[config.mk]
export PLATFORM = sky130hd
export DESIGN_NAME = vx_sfu_lane_packetizer
export DESIGN_NICKNAME = d
export VERILOG_FILES = /design/src/rtl/vx_sfu_lane_packetizer.sv
export SDC_FILE = /design/constraint.sdc
export NUM_CORES = 1
export LEC_CHECK = 0
export CAP_MARGIN = 20
export CORE_ASPECT_RATIO = 0.9
export CORE_MARGIN = 2
export CORE_UTILIZATION = 44
export CTS_CLUSTER_SIZE = 20
export DETAILED_ROUTE_END_ITERATION = 8
export PLACE_DENSITY = 0.82
export SYNTH_ARGS = -nofsm -noshare
export SYNTH_HDL_FRONTEND = slang
export SYNTH_SLANG_ARGS = --single-unit
[constraint.sdc]
create_clock -name clk -period 1.8 [get_ports clk]
set_input_delay 0.18 -clock clk [delete_from_list [all_inputs] [get_ports clk]]
set_output_delay 0.18 -clock clk [all_outputs]
set_load 0.05 [all_outputs]
[src/rtl/vx_sfu_lane_packetizer.sv]
// vx_sfu_lane_packetizer: splits a warp SFU request into lane-group packets, skipping empty groups
module vx_sfu_lane_packetizer #(
  parameter int NUM_THREADS = 4,
  parameter int NUM_LANES   = 2,
  parameter int DATAW       = 32,
  parameter int META_W      = 64,
  localparam int BATCH      = NUM_THREADS / NUM_LANES,
  localparam int PID_W      = BATCH > 1 ? $clog2(BATCH) : 1
) (
  input  logic                         clk,
  input  logic                         reset,
  input  logic                         in_valid,
  output logic                         in_ready,
  input  logic [NUM_THREADS-1:0]       in_tmask,
  input  logic [NUM_THREADS*DATAW-1:0] in_data,
  input  logic [META_W-1:0]            in_meta,
  output logic                         out_valid,
  input  logic                         out_ready,
  output logic [NUM_LANES-1:0]         out_tmask,
  output logic [NUM_LANES*DATAW-1:0]   out_data,
  output logic [META_W-1:0]            out_meta,
  output logic [PID_W-1:0]             out_pid,
  output logic                         out_sop,
  output logic                         out_eop,
  output logic                         busy
);
  typedef enum logic {IDLE, SEND} state_t;
  state_t                       state_q, state_d;
  logic [NUM_THREADS-1:0]       tmask_q, tmask_d;
  logic [NUM_THREADS*DATAW-1:0] data_q, data_d;
  logic [META_W-1:0]            meta_q, meta_d;
  logic [PID_W-1:0]             pid_q, pid_d, pid_in, pid_nx;
  logic                         sop_q, sop_d, eop_q, eop_d;
  logic [BATCH-1:0]             grp_in, grp_q;
  logic                         in_fire, out_fire, last_fire;
  function automatic logic [PID_W-1:0] lowest(input logic [BATCH-1:0] m);
    lowest = '0;
    for (int i = BATCH - 1; i >= 0; i--) if (m[i]) lowest = PID_W'(i);
  endfunction
  function automatic logic [BATCH-1:0] above(input logic [BATCH-1:0] m, input logic [PID_W-1:0] p);
    above = '0;
    for (int i = 0; i < BATCH; i++) above[i] = m[i] && (i > int'(p));
  endfunction
  for (genvar g = 0; g < BATCH; g++) begin : g_grp
    assign grp_in[g] = |in_tmask[g*NUM_LANES +: NUM_LANES];
    assign grp_q[g]  = |tmask_q[g*NUM_LANES +: NUM_LANES];
  end
  assign out_fire  = state_q == SEND && out_ready;
  assign last_fire = out_fire && eop_q;
  assign in_ready  = state_q == IDLE || last_fire;
  assign in_fire   = in_valid && in_ready;
  always_comb begin
    pid_in  = lowest(grp_in);
    pid_nx  = lowest(above(grp_q, pid_q));
    state_d = in_fire ? SEND : last_fire ? IDLE : state_q;
    tmask_d = in_fire ? in_tmask : tmask_q;
    data_d  = in_fire ? in_data : data_q;
    meta_d  = in_fire ? in_meta : meta_q;
    pid_d   = in_fire ? pid_in : out_fire ? pid_nx : pid_q;
    sop_d   = in_fire || (sop_q && !out_fire);
    eop_d   = in_fire ? ~|above(grp_in, pid_in) : out_fire ? ~|above(grp_q, pid_nx) : eop_q;
  end
  always_ff @(posedge clk or negedge reset) begin
    if (!reset) begin
      state_q <= IDLE;
      tmask_q <= '0;
      data_q  <= '0;
      meta_q  <= '0;
      pid_q   <= '0;
      sop_q   <= 1'b0;
      eop_q   <= 1'b0;
    end else begin
      state_q <= state_d;
      tmask_q <= tmask_d;
      data_q  <= data_d;
      meta_q  <= meta_d;
      pid_q   <= pid_d;
      sop_q   <= sop_d;
      eop_q   <= eop_d;
    end
  end
  assign out_valid = state_q == SEND;
  assign busy      = state_q == SEND;
  assign out_tmask = tmask_q[int'(pid_q)*NUM_LANES +: NUM_LANES];
  assign out_data  = data_q[int'(pid_q)*NUM_LANES*DATAW +: NUM_LANES*DATAW];
  assign out_meta  = meta_q;
  assign out_pid   = pid_q;
  assign out_sop   = sop_q;
  assign out_eop   = eop_q;
endmodule

==> results.md, run 1 <==
- Status: finished, violations left
- Violated checks: setup timing
- Async SR Flop Fraction: 1.00
- Die height: 136 µm
- Largest cells by area after synthesis: dfrtp_1, mux2_2, buf_12
- Reg2Reg Capture Point: out_meta[57]
- # diodes: 0
- Die area: 20600 µm²
- WHS: 286 ps
- Worst setup margin: -46.2 ps
- Number of enable flip-flop cells after synthesis: 0
- Syn-to-layout area delta: 57.5%
- Syn Area/Cell: 16.4 µm²
- Lkg Pwr: 6.02 nW
- Netlist cell types: 26
- Setup Fix Bufs, Post-CTS: 0
- WS Path Type: reg -> out
- Cells after DPL: 1093
- #FFs+latches synth: 200
- Slew Limit Headroom: 0.637
- Initial core utilization: 0.447
- Port-buffer cells: 335
- Flop2flop setup slack: 180 ps
- Max clock buf depth: 2
- DRC Markers: 0
- Total GRT Usage: 0.203
- Layout cells sized above 1: 0.452
- Via count of the first global-routing pass: 6072
- Final-stage net count: 1063
- Max-slew violation count: 0
- Synth area leader: dfrtp_1
- Die width: 151 µm
- Post-Synthesis Cells: 520
- Leading register cell type out of synthesis: dfrtp_1
- Reg2Reg Depth: 4
- H-tree depth reported by CTS: 4
- First-pass GRT wire length: 31900 µm
- Final cycle utilization of the critical path: 1.03
- Setup crit end kind: output port
- Initial DRC count: 149
- Commonest cells in the synthesized netlist: mux2_2, dfrtp_1, buf_12, mux2_4, buf_4
- Least-Margin Pin Slew: 543 ps
- Syn nets: 720
- Setup TNS: -1130 ps
- Routed via count: 5548
- Power Total: 26.4 mW
- Rows: 48
- 1st-pass router iterations: 4
- Post-Synthesis Cell Area: 8550 µm²
- Most common cell in the netlist: mux2_2
- DRT Wirelength: 21100 µm
- Worst min path class: in -> async
- Clock root cell: clkbuf_16
- Crit path DAT: 1670 ps
- Max Cap Violations: 0
- Boundary Pins: 336
- Total CTS buffers: 17
- Maximum VDD drop: 0.00115 V
- Yosys top cell area share: 0.586
- Seq/Total Area, Yosys: 0.586
- GRT overflow: 0
- Design Area, Final: 13500 µm²
- Final Util: 0.705
- Largest net degree at the start of global routing: 54
- Routed Antenna Nets: 0
- Final Hold Fails: 0
- Pwr/cell area: 1960 nW/µm²
- WL/cell: 18.7 µm
- Startpoint types: flop
- HPWL after detailed placement: 15700 µm
- Required @ worst endpoint: 1620 ps
- Placed cell areas: 12800 µm²
- Max Clock Skew: 11.6 ps
- Final setup vio count: 38
- Clk Latency, worst-skew pair: 430 ps
- Clock-pin slew on the worst setup and hold paths: 80 ps
- Post-Place Setup Slack: -56.6 ps
- Non-filler instance count after layout: 1126
- TritonCTS clock tree: done
- Peak Freq: 542 MHz
- Sink Count: 200
- Min Clock Period, post-route: 1850 ps
- FF-to-FF Start: busy
- RSZ-0062 raised after global routing: yes
- Via density: 4.93
- Final GP Congestion: 0.749
- Worst-path fanout max: 35
- Initial antenna violation count: 0
- Yosys Warn Count: 0
- Core box area: 19100 µm²
[timing repair]
item	in CTS	in global routing
pin swaps	0	0
resized for setup	20	39
hold buffers	1	0
hold endpoints to repair	48	0
cloned	0	0
setup endpoints to repair	82	103
[report_power, final]
part	leakage, nW	switching (mW)	internal [mW]
Sequential	2.33	0.887	6.23
Combinational	3.41	8.29	7.32
Clock	0.278	1.84	1.85
[worst max path at each step]
stage                    to      start  slack (ps)
2_1_floorplan  out_data[47]    out_pid          10
3_5_place_dp     data_q[65]  out_ready         -60
3_3_place_gp   out_meta[37]  out_ready          -8
5_1_grt        out_data[42]    out_pid        -100
6_report       out_data[11]    out_pid         -50
4_1_cts         out_data[6]    out_pid         -70
[flip-flops by register name (all words and copies together), names as in the netlist]
| register | cells |
|---|---|
| out_sop | 1 |
| data_q | 128 |
| out_meta | 64 |
| out_pid | 1 |
| out_eop | 1 |
| busy | 1 |
| tmask_q | 4 |
[routing by layer]
metal | global-route usage | vias to the layer above | routed length [µm]
li1 | - | 2540 | -
met1 | 0.241 | 2780 | 8250
met2 | 0.348 | 203 | 10800
met3 | 0.0755 | 25 | 1720
met4 | 0.0545 | 0 | 353
met5 | 0 | - | 0
[area by class of cell]
cell class,instances,area [µm²]
fill,1289,5640
sequential,200,5010
tap,250,313
timing repair buffer,355,4380
inverter,2,7.51
clock inverter,13,140
multi-input combinational,287,3180
clock buffer,19,433
[placed cells by master (no fill, tap or decap), types with 2 or more instances in the layout]
cell / netlist / layout
clkbuf_1: 1 / 2
inv_6: 0 / 5
dlymetal6s2s_1: 0 / 37
mux2_2: 252 / 249
buf_4: 8 / 16
mux2_4: 11 / 14
buf_12: 11 / 78
dlygate4sd2_1: 0 / 16
o21ai_0: 2 / 2
nand2_1: 4 / 4
dfrtp_1: 200 / 197
dfrtp_2: 0 / 3
inv_1: 2 / 2
clkdlybuf4s50_1: 0 / 204
clkbuf_16: 0 / 17
clkinv_8: 0 / 4
clkinv_4: 0 / 3
nor2_1: 3 / 3
nor2b_1: 2 / 2
[kinds of logic (layout without fill, tap and decap cells)]
family / Yosys count / after routing / share of synthesized area
buffers and inverters: 33 / 389 / 0.0435
flip-flops: 200 / 200 / 0.586
AO/OA/AOI/OAI: 11 / 11 / 0.0103
AND/OR/NAND/NOR: 13 / 13 / 0.00922
multiplexers: 263 / 263 / 0.351
[worst max-delay path, cell delays in order, from the launching register on]
cell and delay (ps):
dfrtp_2 420, buf_12 240, mux2_2 400, buf_12 150
Note: power is estimated with default switching activity, not from simulation.
==> run 2: changes to the inputs <==
--- a/config.mk
+++ b/config.mk
@@ -8,10 +8,9 @@
 export CAP_MARGIN = 20
 export CORE_ASPECT_RATIO = 0.9
 export CORE_MARGIN = 2
-export CORE_UTILIZATION = 44
-export CTS_CLUSTER_SIZE = 20
+export CORE_UTILIZATION = 30
 export DETAILED_ROUTE_END_ITERATION = 8
-export PLACE_DENSITY = 0.82
+export PLACE_DENSITY = 0.6
 export SYNTH_ARGS = -nofsm -noshare
 export SYNTH_HDL_FRONTEND = slang
 export SYNTH_SLANG_ARGS = --single-unit
==> run 2 against run 1 <==
  * The run still ends with setup timing left
  * Clock skew about the same
  * Flip-flop and latch count unchanged
  * Global-route usage decreased by 5.5 points
  * Fmax decreased by 2.3%
  * First-iteration DRC count increased by 13%
  * Sequential power decreased by 0.6%
  * Critical path type unchanged
  * Critical endpoint is now out_data[35]
  * Largest power group unchanged
  * Highest routed layer unchanged
==> results.md, run 2 (synthesis gave the netlist of run 1 again) <==
- Status: finished, violations left
- Violated checks: setup timing
- Clk Latency, worst-skew pair: 430 ps (about the same)
- Total GRT Usage: 0.148 (-0.0546)
- Reg with most FFs: data_q
- Max Cap Violations: 0 (unchanged)
- Rows: 58 (+21%)
- Final-stage net count: 1081 (+1.7%)
- GRT overflow: 0 (unchanged)
- RSZ-0062 raised after global routing: yes
- Lkg Pwr: 5.77 nW (-4.2%)
- Via count of the first global-routing pass: 6067 (-0.082%)
- Initial DRC count: 169 (+13%)
- Met2 WL: 10900 µm (+0.80%)
- Commonest non-fill, non-tap cells in the layout: mux2_2, clkdlybuf4s50_1, dfrtp_1
- Initial core utilization: 0.305 (-0.142)
- HPWL after detailed placement: 16200 µm (+3.7%)
- Layout cells sized above 1: 0.464 (+0.0122)
- Via density: 4.43 (-10%)
- Worst min path class: in -> async
- Slew Limit Headroom: 0.645 (+0.00728)
- # fillers: 2591 (+100%)
- Largest net degree at the start of global routing: 48 (-11%)
- Max Clock Skew: 11.5 ps (-0.0908 ps)
- Initial antenna violation count: 0 (unchanged)
- WS Path Type: reg -> out
- FF+latch area: 5010 µm² (about the same)
- TritonCTS clock tree: done
- Die area: 29900 µm² (+45%)
- Maximum VDD drop: 0.000858 V (-25%)
- Port-buffer cells: 335 (unchanged)
- Final GP Congestion: 0.724 (-3.3%)
- WL met3: 1960 µm (+14%)
- Clock root cell: clkbuf_16
- Final setup vio count: 66 (+74%)
- Worst setup margin: -90.5 ps (-44.3 ps)
- Total CTS buffers: 17 (unchanged)
- Peak Freq: 529 MHz (-2.3%)
- Setup crit end kind: output port
- Core box area: 28000 µm² (+47%)
- Routed via count: 5560 (+0.22%)
- Least-Margin Pin Slew: 535 ps (-7.91 ps)
- Power Total: 24.8 mW (-6.1%)
- Setup TNS: -3950 ps (-2820 ps)
- Top routing layer in use: met4
- Worst-path fanout max: 7 (-80%)
- Final Hold Fails: 0 (unchanged)
- DRC Markers: 0 (unchanged)
- Startpoint types: flop
- Max clock buf depth: 2 (unchanged)
- Crit path DAT: 1710 ps (+40 ps)
- WL/cell: 18.1 µm (-3.5%)
- WHS: 241 ps (-45.3 ps)
- Non-filler instance count after layout: 1254 (+11%)
- Max-slew violation count: 0 (unchanged)
- First-pass GRT wire length: 34000 µm (+6.4%)
- 1st-pass router iterations: 4 (unchanged)
- Die width: 182 µm (+21%)
- Pwr/cell area: 1880 nW/µm² (-4.0%)
- Syn-to-layout area delta: 54.1%
- # diodes: 0 (unchanged)
- DRT Wirelength: 22700 µm (+7.4%)
- Most common cell after layout, fill and taps aside: mux2_2
- Clock-pin slew on the worst setup and hold paths: 80 ps (about the same)
- M1 wire length: 9560 µm (+16%)
- Cells after DPL: 1211 (+11%)
- Max FFs per register: 128 (unchanged)
- Die height: 164 µm (+20%)
- Sink Count: 200 (unchanged)
- H-tree depth reported by CTS: 4 (unchanged)
- Final cycle utilization of the critical path: 1.05 (+0.0246)
- Multi-input gate area: 3180 µm² (-0.12%)
- Routed Antenna Nets: 0 (unchanged)
- Boundary Pins: 336 (unchanged)
- Min Clock Period, post-route: 1890 ps (+44.3 ps)
- Required @ worst endpoint: 1620 ps (about the same)
-- run 2: cell count changes in the layout (fill, tap and decap cells not counted), moves of 3 or more --
cell             change
buf_6               +65
buf_12              -63
dlygate4sd2_1       +28
dlymetal6s2s_1      -21
buf_4               +10
clkdlybuf4s50_1      -6
clkinv_8             -4
clkbuf_16            +3
clkinv_2             +3
-- run 2: metal layers --
metal | global-route usage | vias to the layer above
met3 | 0.0625 | 16
met1 | 0.181 | 2771
met2 | 0.242 | 198
met5 | 0 | -
met4 | 0.0425 | 0
li1 | - | 2575
-- run 2: repair_timing --
| item | 4_1_cts | 5_1_grt |
|---|---|---|
| cloned | 0 | 5 |
| setup endpoints to repair | 103 | 82 |
| hold buffers | 1 | 0 |
| pin swaps | 0 | 0 |
| buffers inserted | 1 | 4 |
| gates resized for setup | 94 | 41 |
| hold endpoints to repair | 39 | 0 |
-- run 2: report_power, final --
| group | total (mW) | internal (mW) | switching, mW |
|---|---|---|---|
| clock | 3.81 | 2.00 | 1.81 |
| sequential | 7.08 | 6.24 | 0.843 |
| combinational | 13.9 | 5.80 | 8.11 |
| total | 24.8 | 14.0 | 10.8 |
-- run 2: metrics by stage --
step	util	setup slack [ps]	cell area, µm²
finish	0.470	-90.5	13200
CTS	0.460	-110	12900
global placement	0.434	-6.19	12200
global route	0.470	-138	13200
detailed placement	0.434	-26.3	12200
floorplan	-	13.2	8550
-- run 2: worst paths after layout --
check | start | to | slack [ps] | cells past startpoint
worst max-delay path | out_pid | out_data[35] | -90 | 4
worst min-delay path | reset | out_meta[4] | 240 | 2
worst max register to register | out_eop | data_q[74] | 230 | 4
worst min register to register | data_q[80] | data_q[80] | 500 | 1
max in group asynchronous | reset | out_meta[41] | 910 | 3
min in group clk | in_meta[4] | out_meta[4] | 350 | 2
-- run 2: critical path, stage by stage, from the launching register on --
cell	delay, ps
dfrtp_4	500
buf_12	160
clkbuf_16	170
mux2_2	280
buf_6	160
-- run 2: cell type report --
class	instances	area share
Clock inverter	13	0.00893
Sequential cell	200	0.381
Tap cell	360	0.0342
Multi-Input combinational cell	287	0.241
Inverter	2	0.000570
Timing Repair Buffer	373	0.300
Clock buffer	19	0.0344
==> run 3: changes to the inputs <==
--- a/config.mk
+++ b/config.mk
@@ -7,7 +7,6 @@
 export LEC_CHECK = 0
 export CAP_MARGIN = 20
 export CORE_ASPECT_RATIO = 0.9
-export CORE_MARGIN = 2
 export CORE_UTILIZATION = 30
 export DETAILED_ROUTE_END_ITERATION = 8
 export PLACE_DENSITY = 0.6
==> run 3 against run 2 <==
  * The flow finishes with violations (DRC, setup timing)
  * Final area is 1.0% higher
  * Sequential power hardly changed
  * Combinational power hardly changed
  * Fmax down 1.5%
  * First-iteration DRC count fell by 1.2%
  * Final cell count about the same
  * Count of clock-buffer cells in the layout grew 1
  * Critical path depth did not move
  * Die area decreased by 2.3%
  * Routed wire length is 2.5% lower
==> results.md, run 3 (synthesis gave the netlist of run 1 again) <==
- Syn-to-layout area delta: 55.6%
- Worst setup margin: -120 ps (-29.4 ps)
- Power Total: 25.2 mW (+1.5%)
- Layout cells sized above 1: 0.458 (-0.00620)
- Violated checks: DRC, setup timing
- Initial DRC count: 167 (-1.2%)
- Max-slew violation count: 0 (unchanged)
- Peak Freq: 521 MHz (-1.5%)
- Final setup vio count: 66 (unchanged)
- H-tree depth reported by CTS: 4 (unchanged)
- Routed via count: 5570 (+0.18%)
- Least-Margin Pin Slew: 528 ps (-7.74 ps)
- Worst-path fanout max: 10 (+3)
- Setup crit end kind: output port
- Lkg Pwr: 5.86 nW (+1.6%)
- Die width: 180 µm (-1.1%)
- WS Path Type: reg -> out
- Reg with most FFs: data_q
- Total CTS buffers: 17 (unchanged)
- Clk Latency, worst-skew pair: 430 ps (about the same)
- Clock-pin slew on the worst setup and hold paths: 70 ps (about the same)
- Required @ worst endpoint: 1620 ps (about the same)
- Crit path DAT: 1740 ps (+30 ps)
- Final Hold Fails: 0 (unchanged)
- Startpoint types: flop
- Initial antenna violation count: 0 (unchanged)
- Design Area, Final: 13300 µm² (+1.0%)
- Largest net degree at the start of global routing: 52 (+8.3%)
- Pwr/cell area: 1890 nW/µm² (+0.50%)
- Status: finished, violations left
- Core box area: 27900 µm² (-0.26%)
- Initial core utilization: 0.306 (+0.000792)
- Final GP Congestion: 0.734 (+1.3%)
- Boundary Pins: 336 (unchanged)
- Slew Limit Headroom: 0.648 (+0.00317)
- RSZ-0062 raised after global routing: yes
- Via density: 4.45 (+0.26%)
- Sink Count: 200 (unchanged)
- Max clock buf depth: 2 (unchanged)
- Commonest non-fill, non-tap cells in the layout: mux2_2, clkdlybuf4s50_1, dfrtp_1
- Setup TNS: -5790 ps (-1840 ps)
- DRC Markers: 18 (+18)
- TritonCTS clock tree: done
- WL/cell: 17.6 µm (-2.5%)
- Final-stage net count: 1081 (unchanged)
- Port-buffer cells: 335 (unchanged)
- Clock root cell: clkbuf_16
- Die height: 162 µm (-1.2%)
- Max FFs per register: 128 (unchanged)
- Worst min path class: in -> async
- Final Util: 0.476 (+0.00597)
- 1st-pass router iterations: 6 (+2)
- Rows: 58 (unchanged)
- Total GRT Usage: 0.148 (about the same)
- Routed Antenna Nets: 0 (unchanged)
- Maximum VDD drop: 0.000970 V (+13%)
- First-pass GRT wire length: 33600 µm (-1.2%)
- Via count of the first global-routing pass: 5927 (-2.3%)
- HPWL after detailed placement: 15200 µm (-6.5%)
- Min Clock Period, post-route: 1920 ps (+29.4 ps)
- DRT Wirelength: 22100 µm (-2.5%)
- Placed cell areas: 12200 µm² (-0.12%)
- Most common cell after layout, fill and taps aside: mux2_2
- GRT overflow: 0 (unchanged)
- Die area: 29200 µm² (-2.3%)
- # diodes: 0 (unchanged)
- # fillers: 2489 (-3.9%)
- Max Clock Skew: 9.04 ps (-2.50 ps)
- Max Cap Violations: 0 (unchanged)
- Final cycle utilization of the critical path: 1.07 (+0.0163)
-- run 3: worst max-delay path: stages, from the launching register on --
cell	delay, ps
dfrtp_4	460
buf_8	160
clkbuf_16	170
mux2_2	350
buf_6	160
-- run 3: metrics by stage --
step | std cells | setup WS (ps) | hold WS, ps
after global placement | 1208 | 4.09 | 185
after CTS | 1240 | -158 | 276
final | 1253 | -120 | 274
after detailed placement | 1208 | -5.09 | 178
after floorplan | 520 | 13.2 | -116
after global routing | 1253 | -174 | 288
-- run 3: area by class of cell --
class | instances | area (µm²) | share of cell area
inverter | 2 | 7.51 | 0.000564
clock inverter | 11 | 171 | 0.0129
multi-input combinational | 287 | 3180 | 0.239
timing repair buffer | 373 | 4030 | 0.303
sequential | 200 | 5010 | 0.377
clock buffer | 20 | 447 | 0.0336
tap | 360 | 450 | 0.0339
-- run 3: metal layers --
metal,share of wire,GRT usage,vias up
met3,0.10,0.0628,18
met1,0.42,0.191,2765
met2,0.46,0.226,215
met4,0.015,0.0466,0
li1,-,-,2572
met5,0,0,-
-- run 3: what timing repair did --
item | in CTS | in global routing
cloned | 0 | 6
buffers inserted | 0 | 7
hold buffers | 1 | 0
setup endpoints to repair | 105 | 88
resized for setup | 100 | 48
endpoints found under the hold margin | 41 | 0
-- run 3: path summary, 6_finish.rpt --
check	start	end	slack [ps]	cells past startpoint
worst max register to register	out_eop	data_q[99]	180	4
max in group asynchronous	reset	busy	840	3
min in group clk	in_data[57]	data_q[57]	350	2
worst min register to register	out_sop	out_sop	490	2
worst max-delay path	out_pid	out_data[50]	-120	4
worst min-delay path	reset	data_q[82]	270	2
-- run 3: power breakdown --
group          leakage [nW]  switching [mW]  internal (mW)
Sequential             2.33           0.828           6.24
Combinational          3.23            8.08           5.94
Clock                 0.297            1.73           2.37
Total                  5.86            10.6           14.5
